## config.mk

```make
export PLATFORM = sky130hd
export DESIGN_NAME = traffic_conflict_monitor
export DESIGN_NICKNAME = d
export VERILOG_FILES = /design/src/rtl/traffic_conflict_monitor.sv
export SDC_FILE = /design/constraint.sdc
export NUM_CORES = 1
export LEC_CHECK = 0
export BUFFER_PORTS_ARGS = -buffer_cell sky130_fd_sc_hd__buf_2
export CORE_UTILIZATION = 30
export DETAILED_ROUTE_END_ITERATION = 16
export GPL_TIMING_DRIVEN = 0
export SETUP_SLACK_MARGIN = 0.5
export SLEW_MARGIN = 25
export SYNTH_ARGS = -nofsm -noshare
export SYNTH_HDL_FRONTEND = slang
export SYNTH_SLANG_ARGS = --single-unit
```

## constraint.sdc

```tcl
create_clock -name clk -period 2.36 [get_ports clk]
set_input_delay 0.472 -clock clk [delete_from_list [all_inputs] [get_ports clk]]
set_output_delay 0.472 -clock clk [all_outputs]
set_load 0.005 [all_outputs]
```

## src/rtl/traffic_conflict_monitor.sv

```systemverilog
// traffic_conflict_monitor
// Independent safety monitor for the highway/farm intersection controller.
// Samples both lamp outputs, decodes them into a phase and checks for
// conflicting greens, illegal encodings, out-of-order phase changes, short
// yellows and stuck phases. Any violation latches a fault code and drives a
// flash command used by the board to force all-red flashing.
//
// Ports:
//   clk          system clock, rising edge
//   reset        asynchronous, active-low reset
//   light_HW     highway lamps {G,Y,R} (100 green, 010 yellow, 001 red)
//   light_FM     farm lamps, same encoding
//   clear_fault  single-cycle pulse, honoured only while faulted
//   phase        decoded phase 00 G/R, 01 Y/R, 10 R/G, 11 R/Y (HW/FM)
//   phase_valid  registered sample is one of the four legal phases
//   fault        latched fault flag
//   fault_code   0 none, 1 CONFLICT, 2 ILLEGAL, 3 SEQ, 4 YEL_SHORT, 5 STUCK
//   flash_en     flash command, 0 outside fault
//   cycle_count  completed R/Y -> G/R re-entries
//
// Optional feature macro: MON_CYCLE_COUNT_EN
//   defined   : cycle_count is a saturating counter of legal R/Y -> G/R
//               changes seen while running (cleared by reset only)
//   undefined : cycle_count is tied to zero
//
// state     | meaning
// ----------+--------------------------------------------------------------
// MON_INIT  | waiting for a valid G/R sample; only CONFLICT/ILLEGAL checked
// MON_RUN   | tracking phase order and durations; all checks active
// MON_FAULT | fault latched, flashing, violations ignored until clear_fault

module traffic_conflict_monitor #(
    parameter int unsigned YEL_MIN    = 3,
    parameter int unsigned WATCHDOG   = 31,
    parameter int unsigned FILTER_CYC = 2,
    parameter int unsigned FLASH_DIV  = 4,
    parameter int unsigned CNT_W      = 6
) (
    input  logic       clk,
    input  logic       reset,
    input  logic [2:0] light_HW,
    input  logic [2:0] light_FM,
    input  logic       clear_fault,
    output logic [1:0] phase,
    output logic       phase_valid,
    output logic       fault,
    output logic [2:0] fault_code,
    output logic       flash_en,
    output logic [7:0] cycle_count
);

    localparam logic [2:0] LAMP_G = 3'b100;
    localparam logic [2:0] LAMP_Y = 3'b010;
    localparam logic [2:0] LAMP_R = 3'b001;

    localparam logic [1:0] PH_GR = 2'b00;
    localparam logic [1:0] PH_YR = 2'b01;
    localparam logic [1:0] PH_RG = 2'b10;
    localparam logic [1:0] PH_RY = 2'b11;

    localparam logic [CNT_W-1:0] DUR_MAX   = {CNT_W{1'b1}};
    localparam logic [CNT_W-1:0] DUR_ONE   = CNT_W'(1);
    localparam logic [CNT_W-1:0] YEL_MIN_C = CNT_W'(YEL_MIN);
    localparam logic [CNT_W-1:0] WD_C      = CNT_W'(WATCHDOG);
    localparam logic [7:0]       FILT_C    = 8'(FILTER_CYC);
    localparam logic [7:0]       FDIV_LAST = 8'(FLASH_DIV - 1);

    typedef enum logic [1:0] {
        MON_INIT  = 2'd0,
        MON_RUN   = 2'd1,
        MON_FAULT = 2'd2
    } mon_state_t;

    mon_state_t       state;
    logic [2:0]       s_hw;
    logic [2:0]       s_fm;
    logic             s_valid;
    logic [1:0]       s_phase;
    logic [1:0]       phase_hold;
    logic [1:0]       prev;
    logic [1:0]       prev_next;
    logic [CNT_W-1:0] dur;
    logic [7:0]       ill_cnt;
    logic [7:0]       flash_div;

    logic             conflict;
    logic             illegal_hit;
    logic             changed;
    logic             seq_bad;
    logic             yel_short;
    logic             stuck;
    logic [2:0]       viol;

    // Decode of the registered sample; everything downstream works on this.
    always_comb begin
        s_valid = 1'b0;
        s_phase = PH_GR;
        if (s_fm == LAMP_R) begin
            if (s_hw == LAMP_G) begin
                s_valid = 1'b1;
                s_phase = PH_GR;
            end else if (s_hw == LAMP_Y) begin
                s_valid = 1'b1;
                s_phase = PH_YR;
            end
        end else if (s_hw == LAMP_R) begin
            if (s_fm == LAMP_G) begin
                s_valid = 1'b1;
                s_phase = PH_RG;
            end else if (s_fm == LAMP_Y) begin
                s_valid = 1'b1;
                s_phase = PH_RY;
            end
        end
    end

    assign phase_valid = s_valid;
    assign phase       = s_valid ? s_phase : phase_hold;

    // Phase codes were chosen so the legal successor is always prev + 1.
    assign prev_next   = prev + 2'd1;
    assign conflict    = (|s_hw[2:1]) && (|s_fm[2:1]);
    assign illegal_hit = !s_valid && ((ill_cnt + 8'd1) >= FILT_C);
    assign changed     = s_valid && (s_phase != prev);
    assign seq_bad     = changed && (s_phase != prev_next);
    // prev[0] is set exactly for the two yellow phases (Y/R, R/Y).
    assign yel_short   = changed && prev[0] && (dur < YEL_MIN_C);
    assign stuck       = (prev != PH_GR) && (dur > WD_C);

    // Lowest code wins when several violations coincide.
    always_comb begin
        viol = 3'd0;
        if (state != MON_FAULT) begin
            if (conflict) begin
                viol = 3'd1;
            end else if (illegal_hit) begin
                viol = 3'd2;
            end else if (state == MON_RUN) begin
                if (seq_bad) begin
                    viol = 3'd3;
                end else if (yel_short) begin
                    viol = 3'd4;
                end else if (stuck) begin
                    viol = 3'd5;
                end
            end
        end
    end

    always_ff @(posedge clk or negedge reset) begin
        if (!reset) begin
            state      <= MON_INIT;
            s_hw       <= 3'd0;
            s_fm       <= 3'd0;
            phase_hold <= PH_GR;
            prev       <= PH_GR;
            dur        <= '0;
            ill_cnt    <= 8'd0;
            flash_div  <= 8'd0;
            fault      <= 1'b0;
            fault_code <= 3'd0;
            flash_en   <= 1'b0;
        end else begin
            s_hw <= light_HW;
            s_fm <= light_FM;

            if (s_valid) begin
                phase_hold <= s_phase;
            end

            if (s_valid) begin
                ill_cnt <= 8'd0;
            end else if (ill_cnt < FILT_C) begin
                ill_cnt <= ill_cnt + 8'd1;
            end

            if (viol != 3'd0) begin
                state      <= MON_FAULT;
                fault      <= 1'b1;
                fault_code <= viol;
                flash_en   <= 1'b1;
                flash_div  <= 8'd0;
            end else begin
                case (state)
                    MON_INIT: begin
                        if (s_valid && (s_phase == PH_GR)) begin
                            state <= MON_RUN;
                            prev  <= PH_GR;
                            dur   <= DUR_ONE;
                        end
                    end
                    MON_RUN: begin
                        if (changed) begin
                            prev <= s_phase;
                            dur  <= DUR_ONE;
                        end else if (s_valid && (dur != DUR_MAX)) begin
                            dur <= dur + 1'b1;
                        end
                    end
                    MON_FAULT: begin
                        if (clear_fault) begin
                            state      <= MON_INIT;
                            fault      <= 1'b0;
                            fault_code <= 3'd0;
                            flash_en   <= 1'b0;
                            flash_div  <= 8'd0;
                            prev       <= PH_GR;
                            dur        <= '0;
                        end else if (flash_div == FDIV_LAST) begin
                            flash_div <= 8'd0;
                            flash_en  <= ~flash_en;
                        end else begin
                            flash_div <= flash_div + 8'd1;
                        end
                    end
                    default: begin
                        state <= MON_INIT;
                    end
                endcase
            end
        end
    end

`ifdef MON_CYCLE_COUNT_EN
    logic [7:0] cyc_cnt;
    logic       cyc_inc;

    assign cyc_inc = (state == MON_RUN) && (viol == 3'd0) && changed &&
                     (prev == PH_RY) && (s_phase == PH_GR);

    always_ff @(posedge clk or negedge reset) begin
        if (!reset) begin
            cyc_cnt <= 8'd0;
        end else if (cyc_inc && (cyc_cnt != 8'hFF)) begin
            cyc_cnt <= cyc_cnt + 8'd1;
        end
    end

    assign cycle_count = cyc_cnt;
`else
    assign cycle_count = 8'd0;
`endif

endmodule

```

==> summary.md <==
| Metric | Value |
|---|---|
| IO Port Bufs | 16 |
| Worst Path Arrival | ~2.8 ns |
| DR vias | 1,925 |
| Clock transition at path regs | 0.08 ns |
| Final Max Slew Viols | 0 |
| Gr ovfl total | 0 |
| Syn. warnings | 0 |
| Failing checks | setup timing |
| CTS root buffer | clkbuf_8 |
| Setup violations, final | 24 |
| Pre-CTS setup slack | -0.4020 ns |
| Register bit total from synthesis | 39 |
| Maximum root-to-sink buffer count | 2 |
| DRT Pass-1 Iters | 4 |
| CP Launch Type | register |
| H-tree levels | 2 |
| Synth Flop Type | dfrtp_1 |
| Vias in the first global route | 1,875 |
| Fmax | around 380 MHz |
| Setup CP Type | register to register |
| Number of diodes | 0 |
| Status | complete, but fails checks |
| Largest net degree at the start of global routing | 40 |
| Clock Latency Late Sink | 0.30 ns |
| Global-route wire length before repair | 8.590 mm |
| Power density cells | 924.3 nW/um^2 |
| Worst hold path class | input port to async pin |
| Number of remaining DRC errors | 0 |
| CP endpoint kind | register |
| Max-slew headroom | 41.70% |
| Post-DP HPWL | approximately 3.2 mm |
| MaxCap Viol Count | 0 |
| Filler Cells Inserted | 644 |
| Post-synth EDFFs | 0 |
| Final Wtd Congestion | 0.7996 |
| Core area | 6944 um^2 |
| Slew @ Worst Pin | 0.8745 ns |
| Die X | between 80 and 90 um |
| FF-to-FF Start | s_hw[1] |
| Layout cell share with drive strength beyond 1 | 36.05% |
| Rows | 30 |
| Final Hold Viols | 0 |
| Setup ws final | -0.2792 ns |
| Num CTS Buffers | 5 |
| Chip Height | 87.87 um |
| Total global-route track usage | approximately 14% |
| Placed Area | 2487 um^2 |
| Avg WL per Cell | 13.41 um |
| Mean post-synth cell area | 9.373 um^2 |
| Number of library cell types mapped by synthesis | 54 |
| Initial antenna violation count | 0 |
| Design Area, Final | 3119 um^2 |
| CTS tree | yes |
| Final WL | 5.228 mm |
| IO Count | 25 |
| Overall power | 2.883 mW |
| Required @ worst endpoint | 2.55 ns |
| Leak | 1.392 nW |
| Seq/Total Area, Yosys | between 40 and 50% |
| Fin crit share | 111.8% |
| R2R Path End | prev[0] |
| Worst VDD drop | 0.0004688 V |
| Initial Util | 31.86% |
| # clock sinks | 39 |
| Reg2Reg Setup Slack | -0.28 ns |
| Initial DRC Count | 91 |
| Final core occ | between 40 and 50% |
| CP Max Fanout | 4 |
| Post-synth ARST share | 100.0% |
| Cells after Synth | 236 |
| Min Tclk post-route | between 2 and 3 ns |
| Clk_skew | around 0.0092 ns |
| Mapped Area | 2212 um^2 |
| Area delta synth->final | 41.01% |
| Die area | 7721 um^2 |
| R2r worst-path depth | 9 |
| Unrepaired setup endpoints after global routing | yes |
| Final net count | 311 |
| Vias per cell | 4.936 |
| Antenna Nets Post-Route | 0 |
## synth_stat cells (3+ instances only)
| master | count | area share (%) |
|---|---|---|
| nand2b_1 | 3 | 0.85 |
| or3_1 | 3 | 0.85 |
| o21ai_0 | 17 | 3.8 |
| and2_1 | 6 | 1.7 |
| o211ai_1 | 6 | 2.0 |
| inv_1 | 9 | 1.5 |
| dfrtp_1 | 39 | 44 |
| buf_4 | 8 | 2.7 |
| nand2_1 | 21 | 3.6 |
| and3_1 | 6 | 1.7 |
| nor3_1 | 9 | 2.0 |
| nor3b_1 | 3 | 1.0 |
| a21oi_1 | 13 | 2.9 |
| nor2b_1 | 5 | 1.4 |
| ha_1 | 9 | 5.1 |
| nand3_1 | 9 | 2.0 |
| xnor2_1 | 3 | 1.2 |
| mux2i_1 | 3 | 1.4 |
| nor2_1 | 17 | 2.9 |
| or2_2 | 3 | 0.85 |
| buf_2 | 3 | 0.68 |
## worst max-delay path by stage
stage                       start  endpoint  slack [ns]  depth (start not counted)
after global routing      s_hw[1]   prev[0]       -0.38                          9
after floorplan           s_hw[1]   prev[0]       -0.08                          8
after CTS                 s_fm[0]   prev[0]       -0.27                          8
final                     s_hw[1]   prev[0]       -0.28                          9
after detailed placement  s_hw[1]   prev[0]       -0.40                         10
after global placement    s_fm[0]   prev[0]       -0.38                         10
## where the power goes
group / total (mW) / switching (mW) / internal (mW)
Clock: 0.670 / 0.247 / 0.423
Combinational: 1.35 / 0.686 / 0.663
Sequential: 0.864 / 0.0883 / 0.776
## layout by cell type, fill, tap and decap left out, types with 3 or more instances in the layout
| cell | n |
|---|---|
| o21ai_0 | 9 |
| or2_2 | 3 |
| buf_8 | 3 |
| clkbuf_8 | 5 |
| mux2i_1 | 3 |
| ha_1 | 8 |
| a21oi_1 | 11 |
| nor3_1 | 8 |
| o21ai_4 | 4 |
| buf_4 | 27 |
| nor2_1 | 9 |
| nor2_2 | 4 |
| buf_2 | 15 |
| nor2_4 | 4 |
| nand3_1 | 9 |
| nor2b_1 | 5 |
| and2_1 | 7 |
| o211ai_1 | 6 |
| or3_1 | 3 |
| buf_6 | 8 |
| clkbuf_1 | 3 |
| dfrtp_1 | 38 |
| o21ai_2 | 3 |
| nand2b_1 | 3 |
| conb_1 | 8 |
| nand2_1 | 20 |
| inv_1 | 7 |
| and3_1 | 5 |
| nor3b_1 | 3 |
## flip-flops by register name (all words and copies together) (netlist names)
| register | flops |
|---|---|
| dur | 6 |
| fault | 1 |
| fault_code | 3 |
| flash_div | 8 |
| flash_en | 1 |
| ill_cnt | 8 |
| phase_hold | 2 |
| prev | 2 |
| s_fm | 3 |
| s_hw | 3 |
| state | 2 |
## final cells by class
| class | count | area [um^2] | area share [%] |
|---|---|---|---|
| multi-input cells | 180 | 1393 | 44.65 |
| flip-flops and latches | 39 | 977.2 | 31.33 |
| repair buffers | 43 | 339.1 | 10.87 |
| well taps | 96 | 120.1 | 3.851 |
| plain buffers | 13 | 108.9 | 3.490 |
| clock buffers | 6 | 72.57 | 2.327 |
| clock inverters | 2 | 60.06 | 1.925 |
| inverters | 11 | 48.80 | 1.564 |
## layer usage
metal  vias up  track usage (%)  share of wire (%)
li1        941                -                  -
met1       939            17.60                 45
met2        36            24.67                 51
met3         9            2.733                3.1
met4         0            6.259                1.6
met5         -                0                  0
## critical path: stages, from the launching register on
cell and delay [ns]:
dfrtp_2 0.44, and4bb_1 0.32, o21ai_4 0.09, buf_6 0.14, xnor2_4 0.16, a211oi_4 0.09
o41ai_2 0.40, a41oi_2 0.21, or3_4 0.39, mux2_4 0.30
## metrics by stage
step	std cells	setup TNS [ns]	hold slack (ns)
floorplan	243	-0.07592	0.1764
global placement	355	-6.036	0.4616
detailed placement	355	-6.510	0.4652
CTS	382	-3.258	0.2769
global route	390	-6.685	0.2616
finish	390	-4.159	0.2754
## repair_timing
action | CTS | global route
setup endpoints to repair | 26 | 26
setup buffers | 17 | 8
pin swaps | 15 | 13
gates cloned | 2 | 0
resized for setup | 28 | 47
endpoints found under the hold margin | 0 | 0
hold buffers | 0 | 0
## cells by family after synthesis
family | count (synthesis) | share of synthesized area, %
multiplexers | 4 | 2.036
AO/OA/AOI/OAI | 58 | 17.70
adder cells (fa/ha/maj) | 9 | 5.091
AND/OR/NAND/NOR | 97 | 23.70
XOR/XNOR | 4 | 1.584
other | 1 | 0.1695
buffers and inverters | 24 | 5.599
flip-flops | 39 | 44.12
(Power assumes the default switching activity.)
